===== src/rtl/waveform_shape_gen_if.sv =====
// Control and sample bus between the DAC timing stage and the waveform generator.
// The timing stage drives the step request and shape/amplitude selects; the generator returns the DAC word and strobes.
interface waveform_shape_gen_if #(
  parameter int DATA_W = 12
) ();
  logic              dbClock;
  logic              En;
  logic [1:0]        Shape;
  logic [1:0]        Amp;
  logic [DATA_W-1:0] DB;
  logic              Sample_strobe;
  logic              Period_start;

  modport master (
    output dbClock, En, Shape, Amp,
    input  DB, Sample_strobe, Period_start
  );

  modport slave (
    input  dbClock, En, Shape, Amp,
    output DB, Sample_strobe, Period_start
  );
endinterface


===== src/rtl/waveform_shape_gen.sv =====
// DAC sample generator: each falling edge of the asynchronous dbClock advances a phase counter
// and registers the next square/saw/triangle/sine sample, attenuated around mid-scale.
module waveform_shape_gen #(
  parameter int DATA_W  = 12,
  parameter int PHASE_W = 8
) (
  input logic                 Clk,
  input logic                 Rst,
  waveform_shape_gen_if.slave bus
);
  localparam int LUT_AW = 6;
  localparam logic [DATA_W-1:0] MID_HI = DATA_W'(1) << (DATA_W - 1);
  localparam logic [DATA_W-1:0] MID_LO = MID_HI - DATA_W'(1);
  localparam logic [DATA_W:0]   FULL   = (DATA_W + 1)'(1) << DATA_W;

  // First quarter-wave of a 2047-peak sine, sampled at bin centres.
  localparam logic [10:0] SINE_LUT [64] = '{
    11'd25,   11'd75,   11'd126,  11'd176,  11'd226,  11'd275,  11'd325,  11'd375,
    11'd424,  11'd473,  11'd522,  11'd570,  11'd618,  11'd666,  11'd713,  11'd760,
    11'd807,  11'd852,  11'd898,  11'd943,  11'd987,  11'd1031, 11'd1074, 11'd1116,
    11'd1158, 11'd1199, 11'd1239, 11'd1279, 11'd1318, 11'd1356, 11'd1393, 11'd1430,
    11'd1465, 11'd1500, 11'd1533, 11'd1566, 11'd1598, 11'd1629, 11'd1659, 11'd1688,
    11'd1716, 11'd1743, 11'd1769, 11'd1793, 11'd1817, 11'd1840, 11'd1861, 11'd1881,
    11'd1901, 11'd1919, 11'd1936, 11'd1951, 11'd1966, 11'd1979, 11'd1992, 11'd2003,
    11'd2012, 11'd2021, 11'd2028, 11'd2035, 11'd2039, 11'd2043, 11'd2046, 11'd2047
  };

  logic               s1, s2, s3;
  logic               fall;
  logic               advance;
  logic [PHASE_W-1:0] phase;
  logic               at_period_start;
  logic [1:0]         active_shape, active_amp;
  logic [1:0]         sel_shape, sel_amp;
  logic [DATA_W-1:0]  db_q;
  logic               strobe_q;
  logic               period_start_q;

  logic [PHASE_W-2:0] tri_t;
  logic [DATA_W-1:0]  square_raw, saw_raw, tri_raw, sine_raw, raw;
  logic [1:0]         quad;
  logic [PHASE_W-3:0] qidx;
  logic [LUT_AW-1:0]  lut_idx;
  logic [DATA_W-1:0]  mag;
  logic [DATA_W:0]    part_scale;
  logic [DATA_W:0]    offset_w;
  logic [DATA_W-1:0]  scaled;

  // dbClock idles high, so the sync chain resets to 1 to avoid a phantom fall.
  always_ff @(posedge Clk or negedge Rst) begin
    if (!Rst) begin
      s1 <= 1'b1;
      s2 <= 1'b1;
      s3 <= 1'b1;
    end else begin
      s1 <= bus.dbClock;
      s2 <= s1;
      s3 <= s2;
    end
  end

  assign fall            = s3 & ~s2;
  assign advance         = fall & bus.En;
  assign at_period_start = (phase == '0);

  // Shape/amp are only picked up at phase 0 so a period is never mixed.
  assign sel_shape = at_period_start ? bus.Shape : active_shape;
  assign sel_amp   = at_period_start ? bus.Amp   : active_amp;

  assign square_raw = phase[PHASE_W-1] ? '0 : '1;
  assign tri_t      = phase[PHASE_W-1] ? ~phase[PHASE_W-2:0] : phase[PHASE_W-2:0];

  // Left-align the ramp and fill the low bits with its own MSBs so full scale is reachable.
  for (genvar gi = 0; gi < DATA_W; gi++) begin : g_fill
    assign saw_raw[gi] = phase[PHASE_W-1 - ((DATA_W-1-gi) % PHASE_W)];
    assign tri_raw[gi] = tri_t[PHASE_W-2 - ((DATA_W-1-gi) % (PHASE_W-1))];
  end

  assign quad     = phase[PHASE_W-1 -: 2];
  assign qidx     = quad[0] ? ~phase[PHASE_W-3:0] : phase[PHASE_W-3:0];
  assign lut_idx  = qidx[PHASE_W-3 -: LUT_AW];
  assign mag      = DATA_W'(SINE_LUT[lut_idx]);
  assign sine_raw = quad[1] ? (MID_LO - mag) : (MID_HI + mag);

  always_comb begin
    raw = square_raw;
    case (sel_shape)
      2'b00:   raw = square_raw;
      2'b01:   raw = saw_raw;
      2'b10:   raw = tri_raw;
      default: raw = sine_raw;
    endcase
  end

  // Offset recentres the attenuated wave on mid-scale; sum never exceeds full scale.
  always_comb begin
    part_scale = FULL >> sel_amp;
    offset_w   = FULL - part_scale;
    scaled     = (raw >> sel_amp) + offset_w[DATA_W:1];
  end

  always_ff @(posedge Clk or negedge Rst) begin
    if (!Rst) begin
      phase          <= '0;
      active_shape   <= 2'b00;
      active_amp     <= 2'b00;
      db_q           <= '0;
      strobe_q       <= 1'b0;
      period_start_q <= 1'b0;
    end else begin
      strobe_q       <= advance;
      period_start_q <= advance & at_period_start;
      if (advance) begin
        db_q  <= scaled;
        phase <= phase + PHASE_W'(1);
        if (at_period_start) begin
          active_shape <= bus.Shape;
          active_amp   <= bus.Amp;
        end
      end
    end
  end

  assign bus.DB            = db_q;
  assign bus.Sample_strobe = strobe_q;
  assign bus.Period_start  = period_start_q;
endmodule


===== src/flat_wrapper.sv =====
// flat-port wrapper written by rule: the top's interface ports become plain ports
module waveform_shape_gen_flat 
#(
  parameter int DATA_W  = 12,
  parameter int PHASE_W = 8
)
  (Clk, Rst, bus_dbClock, bus_En, bus_Shape, bus_Amp, bus_DB, bus_Sample_strobe, bus_Period_start);
  waveform_shape_gen_if #(.DATA_W(DATA_W)) bus_i ();
  input logic Clk;
  input logic Rst;
  input wire logic [$bits(bus_i.dbClock)-1:0] bus_dbClock;
  input wire logic [$bits(bus_i.En)-1:0] bus_En;
  input wire logic [$bits(bus_i.Shape)-1:0] bus_Shape;
  input wire logic [$bits(bus_i.Amp)-1:0] bus_Amp;
  output wire logic [$bits(bus_i.DB)-1:0] bus_DB;
  output wire logic [$bits(bus_i.Sample_strobe)-1:0] bus_Sample_strobe;
  output wire logic [$bits(bus_i.Period_start)-1:0] bus_Period_start;
  assign bus_i.dbClock = bus_dbClock;
  assign bus_i.En = bus_En;
  assign bus_i.Shape = bus_Shape;
  assign bus_i.Amp = bus_Amp;
  assign bus_DB = bus_i.DB;
  assign bus_Sample_strobe = bus_i.Sample_strobe;
  assign bus_Period_start = bus_i.Period_start;
  waveform_shape_gen #(.DATA_W(DATA_W), .PHASE_W(PHASE_W)) u_core (.Clk(Clk), .Rst(Rst), .bus(bus_i));
endmodule

===== config.mk =====
export PLATFORM = sky130hd
export DESIGN_NAME = waveform_shape_gen_flat
export DESIGN_NICKNAME = d
export VERILOG_FILES = /design/src/rtl/waveform_shape_gen_if.sv /design/src/rtl/waveform_shape_gen.sv /design/src/flat_wrapper.sv
export SDC_FILE = /design/constraint.sdc
export NUM_CORES = 1
export LEC_CHECK = 0
export ABC_AREA = 1
export CAP_MARGIN = 0
export CORE_MARGIN = 3
export CORE_UTILIZATION = 54
export CTS_CLUSTER_DIAMETER = 30
export DETAILED_ROUTE_END_ITERATION = 10
export GPL_TIMING_DRIVEN = 0
export PLACE_DENSITY = 0.75
export SLEW_MARGIN = 20
export SYNTH_ARGS = -nofsm -noshare
export SYNTH_HDL_FRONTEND = slang
export SYNTH_SLANG_ARGS = --single-unit

===== constraint.sdc =====
create_clock -name Clk -period 4.38 [get_ports Clk]
set_input_delay 0.438 -clock Clk [delete_from_list [all_inputs] [get_ports Clk]]
set_output_delay 0.438 -clock Clk [all_outputs]
set_load 0.02 [all_outputs]

==> results.sh, run 1 <==
export IMPL_num_rows=27
export IMPL_first_global_vias=3304
export IMPL_synth_top_area_share_pct=22.8
export IMPL_die_y_um=82.9
export IMPL_grt_ovfl_total=0
export IMPL_path_cells="buf_4, inv_2, buf_6, nand2_1, nand2_2, inv_1, ha_1, inv_1, nand3_1, nand2_1, nand2_1, nand2_1, inv_1, a22oi_1, nand2_1, o211ai_2, nand2_1, nand3_1, o21ai_1, ha_1, a21o_1, a21oi_1, o21bai_1, a31oi_1"
export IMPL_run_status="finished clean"
export IMPL_num_nets_final=567
export IMPL_hold_class="in -> async"
export IMPL_cts_tree="yes"
export IMPL_num_antenna_cells=0
export IMPL_grt_pass1_wl_mm=15.8
export IMPL_final_antenna_net_count=0
export IMPL_fillers=547
export IMPL_async_reset_ff_share_pct=100
export IMPL_ys_seq_elements=29
export IMPL_syn_num_nets=539
export IMPL_track_usage_pct=27.8
export IMPL_yosysSeqAreaShare_pct=22.8
export IMPL_port_buffers=21
export IMPL_hold_viol_final=0
export IMPL_core_area_um2=5610
export IMPL_clk_latency_ns=0.29
export IMPL_synth_commonest_cells="nand2_1, nand3_1, nor2_1, inv_1, dfrtp_1"
export IMPL_dr_pass1_iters=5
export IMPL_route_detailed_drc=0
export IMPL_drv_slew=0
export IMPL_min_period_ns=3.94
export IMPL_cts_resized=0
export IMPL_yosysMostFrequentCell="nand2_1"
export IMPL_worstSetupPathType="reg -> reg"
export IMPL_rsz0062_at_grt="no"
export IMPL_fin_ws_ns=0.439
export IMPL_cts_clk_slew_worst_paths_ns=0.07
export IMPL_synth_cells=514
export IMPL_synth_distinct_cells=38
export IMPL_vias=3493
export IMPL_path_max_fanout=11
export IMPL_syn_area_um2=3200
export IMPL_fin_tns_setup_ns=0
export IMPL_wl_per_cell_um=15.1
export IMPL_syn_area_per_cell_um2=6.22
export IMPL_hpwl_mm=7.15
export IMPL_io_pin_count=22
export IMPL_h_tree_depth=2
export IMPL_end_kind="flip-flop"
export IMPL_path_buf_inv=6
export IMPL_period_share_pct=90.0
export IMPL_cts_root_buf="clkbuf_8"
export IMPL_final_instance_count_excl_fill=615
export IMPL_ys_top_cells_by_area="nand2_1, dfrtp_1, nand3_1"
export IMPL_drive_above_1_share_pct=11.0
export IMPL_dp_worst_setup_slack_ns=0.566
export IMPL_finalClockSkew_ns=0.00682
export IMPL_grt_max_degree=30
export IMPL_path_common_cell="nand2_1"
export IMPL_die_w_um=82.9
export IMPL_clockBufferDepth=2
export IMPL_max_cap_viol_count=0
export IMPL_initial_core_util_pct=57.0
export IMPL_critPathTopFamily="simple AND/OR/NAND/NOR gates"
export IMPL_die_area_um2=6880
export IMPL_cp_start_kind="flip-flop"
export IMPL_worst_pin_slew_ns=0.701
export IMPL_setup_viol_count_final=0
export IMPL_worstPathRequired_ns=4.53
export IMPL_gp_congestion=1.06
export IMPL_clkSinkCount=29
export IMPL_yosysTopAreaCell="nand2_1"
export IMPL_place_inst=607
export IMPL_synthToLayoutAreaGrowth_pct=13.0
export IMPL_max_clock_freq_mhz=254
export IMPL_synth_edf_count=0
export IMPL_crit_slowest_cell="dfrtp_1"
export IMPL_ys_warnings_count=0
export IMPL_slew_limit_headroom_pct=53.2
export IMPL_slowest_delay_ns=0.39
export IMPL_viasPerCell=5.68
export IMPL_post_cts_buffers=0
export IMPL_drt_initial_drc_count=424
export IMPL_ys_dominant_reg_cell="dfrtp_1"
export IMPL_routed_wl_mm=9.30
export IMPL_grt_antenna_before_repair=0
export IMPL_cts_hold_buffers_added=0
export IMPL_worstPathArrival_ns=4.09
export IMPL_cts_buffers_inserted=5
==> metal layers <==
layer / vias up / global-route usage, % / routed length, µm
li1: 1734 / - / -
met1: 1597 / 38.8 / 4150
met2: 142 / 43.4 / 4160
met3: 20 / 4.96 / 742
met4: 0 / 9.06 / 243
met5: - / 0 / 0
==> logic make-up after synthesis <==
| family | synth area share [%] |
|---|---|
| AND/OR/NAND/NOR | 48.5 |
| buffers and inverters | 9.12 |
| AO/OA/AOI/OAI | 10.5 |
| flip-flops | 22.8 |
| adder cells (fa/ha/maj) | 6.89 |
| XOR/XNOR | 2.19 |
==> worst paths after layout <==
path / start / to / slack [ns] / cells after the start
min in group Clk: u_core.s1$_DFF_PN1_ / u_core.s2$_DFF_PN1_ / 0.37 / 0
hold / removal: Rst / u_core.phase[2]$_DFFE_PN0P_ / 0.19 / 1
setup / recovery: u_core.phase[6]$_DFFE_PN0P_ / u_core.bus.DB[11]$_DFFE_PN0P_ / 0.44 / 24
hold reg to reg: u_core.s1$_DFF_PN1_ / u_core.s2$_DFF_PN1_ / 0.37 / 0
max in group asynchronous: Rst / u_core.bus.DB[7]$_DFFE_PN0P_ / 3.74 / 1
setup reg to reg: u_core.phase[6]$_DFFE_PN0P_ / u_core.bus.DB[11]$_DFFE_PN0P_ / 0.44 / 24
==> placed cells by master (no fill, tap or decap), types with 4 or more instances in the layout <==
master	instances
clkbuf_8	6
inv_2	6
o21ai_0	19
clkbuf_1	4
buf_2	6
inv_1	31
nor2_1	44
ha_1	16
xor2_1	7
a21oi_1	16
nand2_2	6
nand4_1	14
nand3_1	73
nor2_4	6
clkdlybuf4s50_1	20
nand2_1	194
dfrtp_1	26
buf_6	8
==> flip-flops by register name, indices dropped and copies added (netlist names) <==
register,count
u_core.bus.DB,12
u_core.s3,1
u_core.s2,1
u_core.bus.Period_start,1
u_core.phase,8
u_core.s1,1
u_core.active_amp,2
u_core.bus.Sample_strobe,1
u_core.active_shape,2
==> area by class of cell <==
class                   instances  area, µm²  area share [%]
multi-input cells             427       2180            60.2
flip-flops and latches         29        729            20.2
repair buffers                 21        205            5.68
inverters                      39        146            4.05
plain buffers                  19        145            4.02
well taps                      72       90.1            2.49
clock buffers                   6       82.6            2.29
clock inverters                 2       37.5            1.04
==> per-stage QoR <==
stage	utilization, %	area [µm²]	hold slack, ns
finish	64.4	3610	0.194
global route	64.4	3610	0.225
CTS	64.4	3610	0.208
detailed placement	62.3	3490	0.357
global placement	62.4	3500	0.345
floorplan	-	3200	0.142
Power of run 1 is left out: the tool's default activity adds up to more than one toggle a clock period on the data nets, which glitch-free logic cannot reach.
==> run 2, diff against run 1 <==
--- a/config.mk
+++ b/config.mk
@@ -8,11 +8,12 @@
 export ABC_AREA = 1
 export CAP_MARGIN = 0
 export CORE_MARGIN = 3
-export CORE_UTILIZATION = 54
+export CORE_UTILIZATION = 44
 export CTS_CLUSTER_DIAMETER = 30
 export DETAILED_ROUTE_END_ITERATION = 10
+export DONT_BUFFER_PORTS = 1
 export GPL_TIMING_DRIVEN = 0
-export PLACE_DENSITY = 0.75
+export PLACE_DENSITY = 0.63
 export SLEW_MARGIN = 20
 export SYNTH_ARGS = -nofsm -noshare
 export SYNTH_HDL_FRONTEND = slang
==> run 2 against run 1 <==
  * Worst setup slack better by 0.020 ns
  * Sequential share of layout area is 0.78 points higher
  * Global-route usage is 4.6 points lower
  * Critical endpoint unchanged
  * Highest routed layer unchanged
==> results.sh, run 2 (same netlist as run 1, synthesis figures left out) <==
export IMPL_routed_wl_mm=9.39
export IMPL_viasPerCell=5.55
export IMPL_hpwl_mm=7.17
export IMPL_num_rows=30
export IMPL_gp_congestion=0.973
export IMPL_cts_root_buf="clkbuf_8"
export IMPL_grt_max_degree=30
export IMPL_reg2regPathDepth=24
export IMPL_dr_pass1_iters=6
export IMPL_initial_core_util_pct=46.3
export IMPL_grt_ovfl_total=0
export IMPL_drt_initial_drc_count=200
export IMPL_hold_class="in -> reg"
export IMPL_critPathTopFamily="simple AND/OR/NAND/NOR gates"
export IMPL_rr_startpoint="u_core.phase[6]$_DFFE_PN0P_"
export IMPL_worstPathRequired_ns=4.53
export IMPL_cts_buffers_inserted=5
export IMPL_hold_path_end="u_core.s1$_DFF_PN1_"
export IMPL_r2r_slack_ns=0.46
export IMPL_fin_tns_setup_ns=0
export IMPL_worstSetupPathType="reg -> reg"
export IMPL_clk_latency_ns=0.29
export IMPL_port_buffers=0
export IMPL_end_kind="flip-flop"
export IMPL_h_tree_depth=2
export IMPL_cts_tree="yes"
export IMPL_cp_startpoint="u_core.phase[6]$_DFFE_PN0P_"
export IMPL_slew_limit_headroom_pct=65.9
export IMPL_path_cells="buf_4, inv_2, buf_6, nand2_1, nand2_2, clkinvlp_4, ha_1, inv_1, nand3_1, nand2_1, nand2_1, nand2_1, inv_1, a22oi_1, nand2_1, o211ai_2, nand2_1, nand3_1, o21ai_1, ha_1, a21o_1, a21oi_1, o21bai_1, a31oi_1"
export IMPL_io_pin_count=22
export IMPL_rsz0062_at_grt="no"
export IMPL_clockBufferDepth=2
export IMPL_clkSinkCount=29
export IMPL_max_cap_viol_count=0
export IMPL_drive_above_1_share_pct=11.8
export IMPL_largest_register_ffs=12
export IMPL_drv_slew=0
export IMPL_core_area_um2=6910
export IMPL_path_common_cell="nand2_1"
export IMPL_vias=3447
export IMPL_layout_commonest_cell="nand2_1"
export IMPL_die_w_um=91.2
export IMPL_cts_clk_slew_worst_paths_ns=0.07
export IMPL_path_buf_inv=6
export IMPL_max_clock_freq_mhz=255
export IMPL_die_y_um=91.2
export IMPL_hold_depth=0
export IMPL_die_area_um2=8320
export IMPL_layout_common_cells="nand2_1, nand3_1, nor2_1"
export IMPL_path_max_fanout=11
export IMPL_first_global_vias=3194
export IMPL_worst_pin_slew_ns=0.511
export IMPL_min_from="bus_dbClock"
export IMPL_worstPathArrival_ns=4.07
export IMPL_route_detailed_drc=0
export IMPL_final_antenna_net_count=0
export IMPL_synthToLayoutAreaGrowth_pct=8.81
export IMPL_r2r_end="u_core.bus.DB[11]$_DFFE_PN0P_"
export IMPL_run_status="finished clean"
export IMPL_grt_antenna_before_repair=0
export IMPL_hold_viol_final=0
export IMPL_num_antenna_cells=0
export IMPL_wl_per_cell_um=15.1
export IMPL_crit_slowest_cell="dfrtp_1"
export IMPL_track_usage_pct=23.1
export IMPL_num_nets_final=549
export IMPL_grt_pass1_wl_mm=15.6
export IMPL_setup_viol_count_final=0
export IMPL_finalClockSkew_ns=0.00741
export IMPL_min_period_ns=3.92
export IMPL_slowest_delay_ns=0.39
export IMPL_cp_start_kind="flip-flop"
export IMPL_period_share_pct=89.5
[run 2: metrics by stage]
stage	cell area, µm²	worst slack (ns)	util (%)	hold WS, ns	std cells
finish	3480	0.459	50.4	0.143	621
global route	3480	0.0741	50.4	0.128	621
CTS	3470	0.414	50.2	0.136	620
detailed placement	3320	0.427	48.0	0.144	610
global placement	3320	0.439	48.0	0.144	610
floorplan	3200	1.13	-	0.142	514
[run 2: metal layers]
metal  vias to the layer above  GRT usage [%]  wire [µm]
met2                       130           34.8       4130
met4                         0           7.29        184
met1                      1599           33.4       4510
met5                         -              0          0
met3                        19           4.14        570
li1                       1699              -          -
[run 2: final cells by class]
class,instances,area (µm²)
plain buffers,19,145
clock buffers,6,82.6
clock inverters,2,37.5
fillers,743,3430
inverters,39,150
multi-input cells,427,2180
flip-flops and latches,29,729
well taps,96,120
repair buffers,3,37.5
[run 2: repair_timing]
item,CTS,global route
hold buffers,2,0
hold endpoints to repair,29,0
resized for setup,0,1
endpoints found under the setup margin,0,1
buffers inserted,0,1
[run 2: worst max-delay path by stage]
| stage | end | depth (start not counted) |
|---|---|---|
| finish | u_core.bus.DB[11]$_DFFE_PN0P_ | 24 |
| detailed placement | u_core.bus.DB[11]$_DFFE_PN0P_ | 24 |
| floorplan | u_core.bus.DB[11]$_DFFE_PN0P_ | 24 |
| CTS | u_core.bus.DB[11]$_DFFE_PN0P_ | 24 |
| global route | u_core.bus.DB[11]$_DFFE_PN0P_ | 24 |
| global placement | u_core.bus.DB[11]$_DFFE_PN0P_ | 24 |
Power of run 2 is left out for the same reason.
==> run 3, diff against run 2 <==
--- a/config.mk
+++ b/config.mk
@@ -10,6 +10,7 @@
 export CORE_MARGIN = 3
 export CORE_UTILIZATION = 44
 export CTS_CLUSTER_DIAMETER = 30
+export CTS_CLUSTER_SIZE = 16
 export DETAILED_ROUTE_END_ITERATION = 10
 export DONT_BUFFER_PORTS = 1
 export GPL_TIMING_DRIVEN = 0
==> constraint.sdc (replaced) <==
create_clock -name Clk -period 4.6 [get_ports Clk]
set_input_delay 0.46 -clock Clk [delete_from_list [all_inputs] [get_ports Clk]]
set_output_delay 0.46 -clock Clk [all_outputs]
set_load 0.02 [all_outputs]
==> run 3 against run 2 <==
  * First-iteration DRC count up 16%
  * Count of clock-buffer cells in the layout did not move
  * Worst setup slack gained 0.14 ns
  * Fmax decreased by 1.9%
  * Register-to-register slack gained 0.14 ns
  * Die area stayed put
  * Final area hardly changed
  * Sequential share of layout area barely moved
  * Non-clock buffer count is the same
  * Critical path type unchanged
==> results.sh, run 3 (same netlist as run 1, synthesis figures left out) <==
export IMPL_run_status="finished clean"
export IMPL_path_common_cell="nand2_1"
export IMPL_hpwl_mm=7.17
export IMPL_grt_max_degree=27
export IMPL_layout_common_cells="nand2_1, nand3_1, nor2_1"
export IMPL_end_kind="flip-flop"
export IMPL_final_util_pct=50.3
export IMPL_rsz0062_at_grt="no"
export IMPL_track_usage_pct=23.4
export IMPL_core_area_um2=6910
export IMPL_setup_viol_count_final=0
export IMPL_finalInstanceArea_um2=3480
export IMPL_clkSinkCount=29
export IMPL_hold_class="in -> reg"
export IMPL_cp_depth=24
export IMPL_period_share_pct=86.9
export IMPL_min_period_ns=4.00
export IMPL_worstSetupPathType="reg -> reg"
export IMPL_drt_initial_drc_count=232
export IMPL_die_y_um=91.2
export IMPL_worstPathRequired_ns=4.75
export IMPL_cts_resized=0
export IMPL_path_max_fanout=11
export IMPL_synthToLayoutAreaGrowth_pct=8.77
export IMPL_critPathTopFamily="simple AND/OR/NAND/NOR gates"
export IMPL_h_tree_depth=2
export IMPL_worst_pin_slew_ns=0.509
export IMPL_slew_limit_headroom_pct=66.0
export IMPL_num_antenna_cells=0
export IMPL_max_cap_viol_count=0
export IMPL_cts_root_buf="clkbuf_8"
export IMPL_num_nets_final=549
export IMPL_layout_commonest_cell="nand2_1"
export IMPL_route_detailed_drc=0
export IMPL_die_w_um=91.2
export IMPL_fin_tns_setup_ns=0
export IMPL_drive_above_1_share_pct=11.4
export IMPL_io_pin_count=22
export IMPL_grt_pass1_wl_mm=15.7
export IMPL_crit_slowest_cell="dfrtp_1"
export IMPL_grt_antenna_before_repair=0
export IMPL_clockBufferDepth=2
export IMPL_final_antenna_net_count=0
export IMPL_finalHoldWorstSlack_ns=0.165
export IMPL_viasPerCell=5.55
export IMPL_largest_register_ffs=12
export IMPL_wl_per_cell_um=15.1
export IMPL_die_area_um2=8320
export IMPL_vias=3449
export IMPL_grt_ovfl_total=0
export IMPL_path_buf_inv=6
export IMPL_clk_latency_ns=0.29
export IMPL_cts_tree="yes"
export IMPL_reg2regPathDepth=24
export IMPL_hold_viol_final=0
export IMPL_hold_depth=0
export IMPL_cts_buffers_inserted=5
export IMPL_first_global_vias=3197
export IMPL_worstPathArrival_ns=4.14
export IMPL_path_cells="buf_4, inv_2, buf_6, nand2_1, nand2_2, inv_1, ha_1, inv_1, nand3_1, nand2_1, nand2_1, nand2_1, inv_1, a22oi_1, nand2_1, o211ai_2, nand2_1, nand3_1, o21ai_1, ha_1, a21o_1, a21oi_1, o21bai_1, a31oi_1"
export IMPL_initial_core_util_pct=46.3
export IMPL_routed_wl_mm=9.41
export IMPL_dr_pass1_iters=5
export IMPL_placed_area_um2=3320
export IMPL_num_rows=30
export IMPL_drv_slew=0
export IMPL_gp_congestion=0.973
export IMPL_cp_start_kind="flip-flop"
export IMPL_port_buffers=0
export IMPL_slowest_delay_ns=0.39
export IMPL_max_clock_freq_mhz=250
export IMPL_finalClockSkew_ns=0.00789
export IMPL_cts_clk_slew_worst_paths_ns=0.07
[run 3: path summary, 6_finish.rpt]
check                           slack, ns                               end                   startpoint
worst min register to register       0.36               u_core.s2$_DFF_PN1_          u_core.s1$_DFF_PN1_
worst max-delay path                 0.60     u_core.bus.DB[11]$_DFFE_PN0P_  u_core.phase[6]$_DFFE_PN0P_
worst max register to register       0.60     u_core.bus.DB[11]$_DFFE_PN0P_  u_core.phase[6]$_DFFE_PN0P_
worst min-delay path                 0.16               u_core.s1$_DFF_PN1_                  bus_dbClock
max in group asynchronous            3.80  u_core.active_amp[1]$_DFFE_PN0P_                          Rst
min in group asynchronous            0.64       u_core.phase[3]$_DFFE_PN0P_                          Rst
[run 3: final cells by class]
cell class | instances | area, µm²
plain buffers | 19 | 145
clock buffers | 6 | 82.6
clock inverters | 2 | 37.5
fillers | 740 | 3430
inverters | 39 | 146
multi-input cells | 427 | 2180
flip-flops and latches | 29 | 729
well taps | 96 | 120
repair buffers | 3 | 40.0
[run 3: metrics by stage]
step | cells | worst slack, ns
floorplan | 514 | 1.35
finish | 621 | 0.603
global placement | 610 | 0.659
CTS | 620 | 0.634
global route | 621 | 0.199
detailed placement | 610 | 0.647
[run 3: metal layers]
metal,part of all wire [%],track usage (%),up-vias
met5,0,0,-
met4,2.1,7.29,0
met3,6.7,4.14,20
met2,43,35.4,151
met1,48,33.7,1572
li1,-,-,1706
[run 3: what timing repair did]
item / CTS / global route
setup buffers: 0 / 0
hold buffers: 2 / 1
hold endpoints to repair: 26 / 3
[run 3: worst register-to-register path, cell delays in order (launching register included)]
cell and delay, ns:
dfrtp_1 0.39, buf_4 0.17, inv_2 0.08, buf_6 0.14, nand2_1 0.07, nand2_2 0.22, inv_1 0.22, ha_1 0.26
inv_1 0.11, nand3_1 0.23, nand2_1 0.14, nand2_1 0.07, nand2_1 0.08, inv_1 0.08, a22oi_1 0.24, nand2_1 0.10
o211ai_2 0.09, nand2_1 0.10, nand3_1 0.09, o21ai_1 0.10, ha_1 0.31, a21o_1 0.18, a21oi_1 0.16, o21bai_1 0.14
a31oi_1 0.10
Power of run 3 is left out for the same reason.
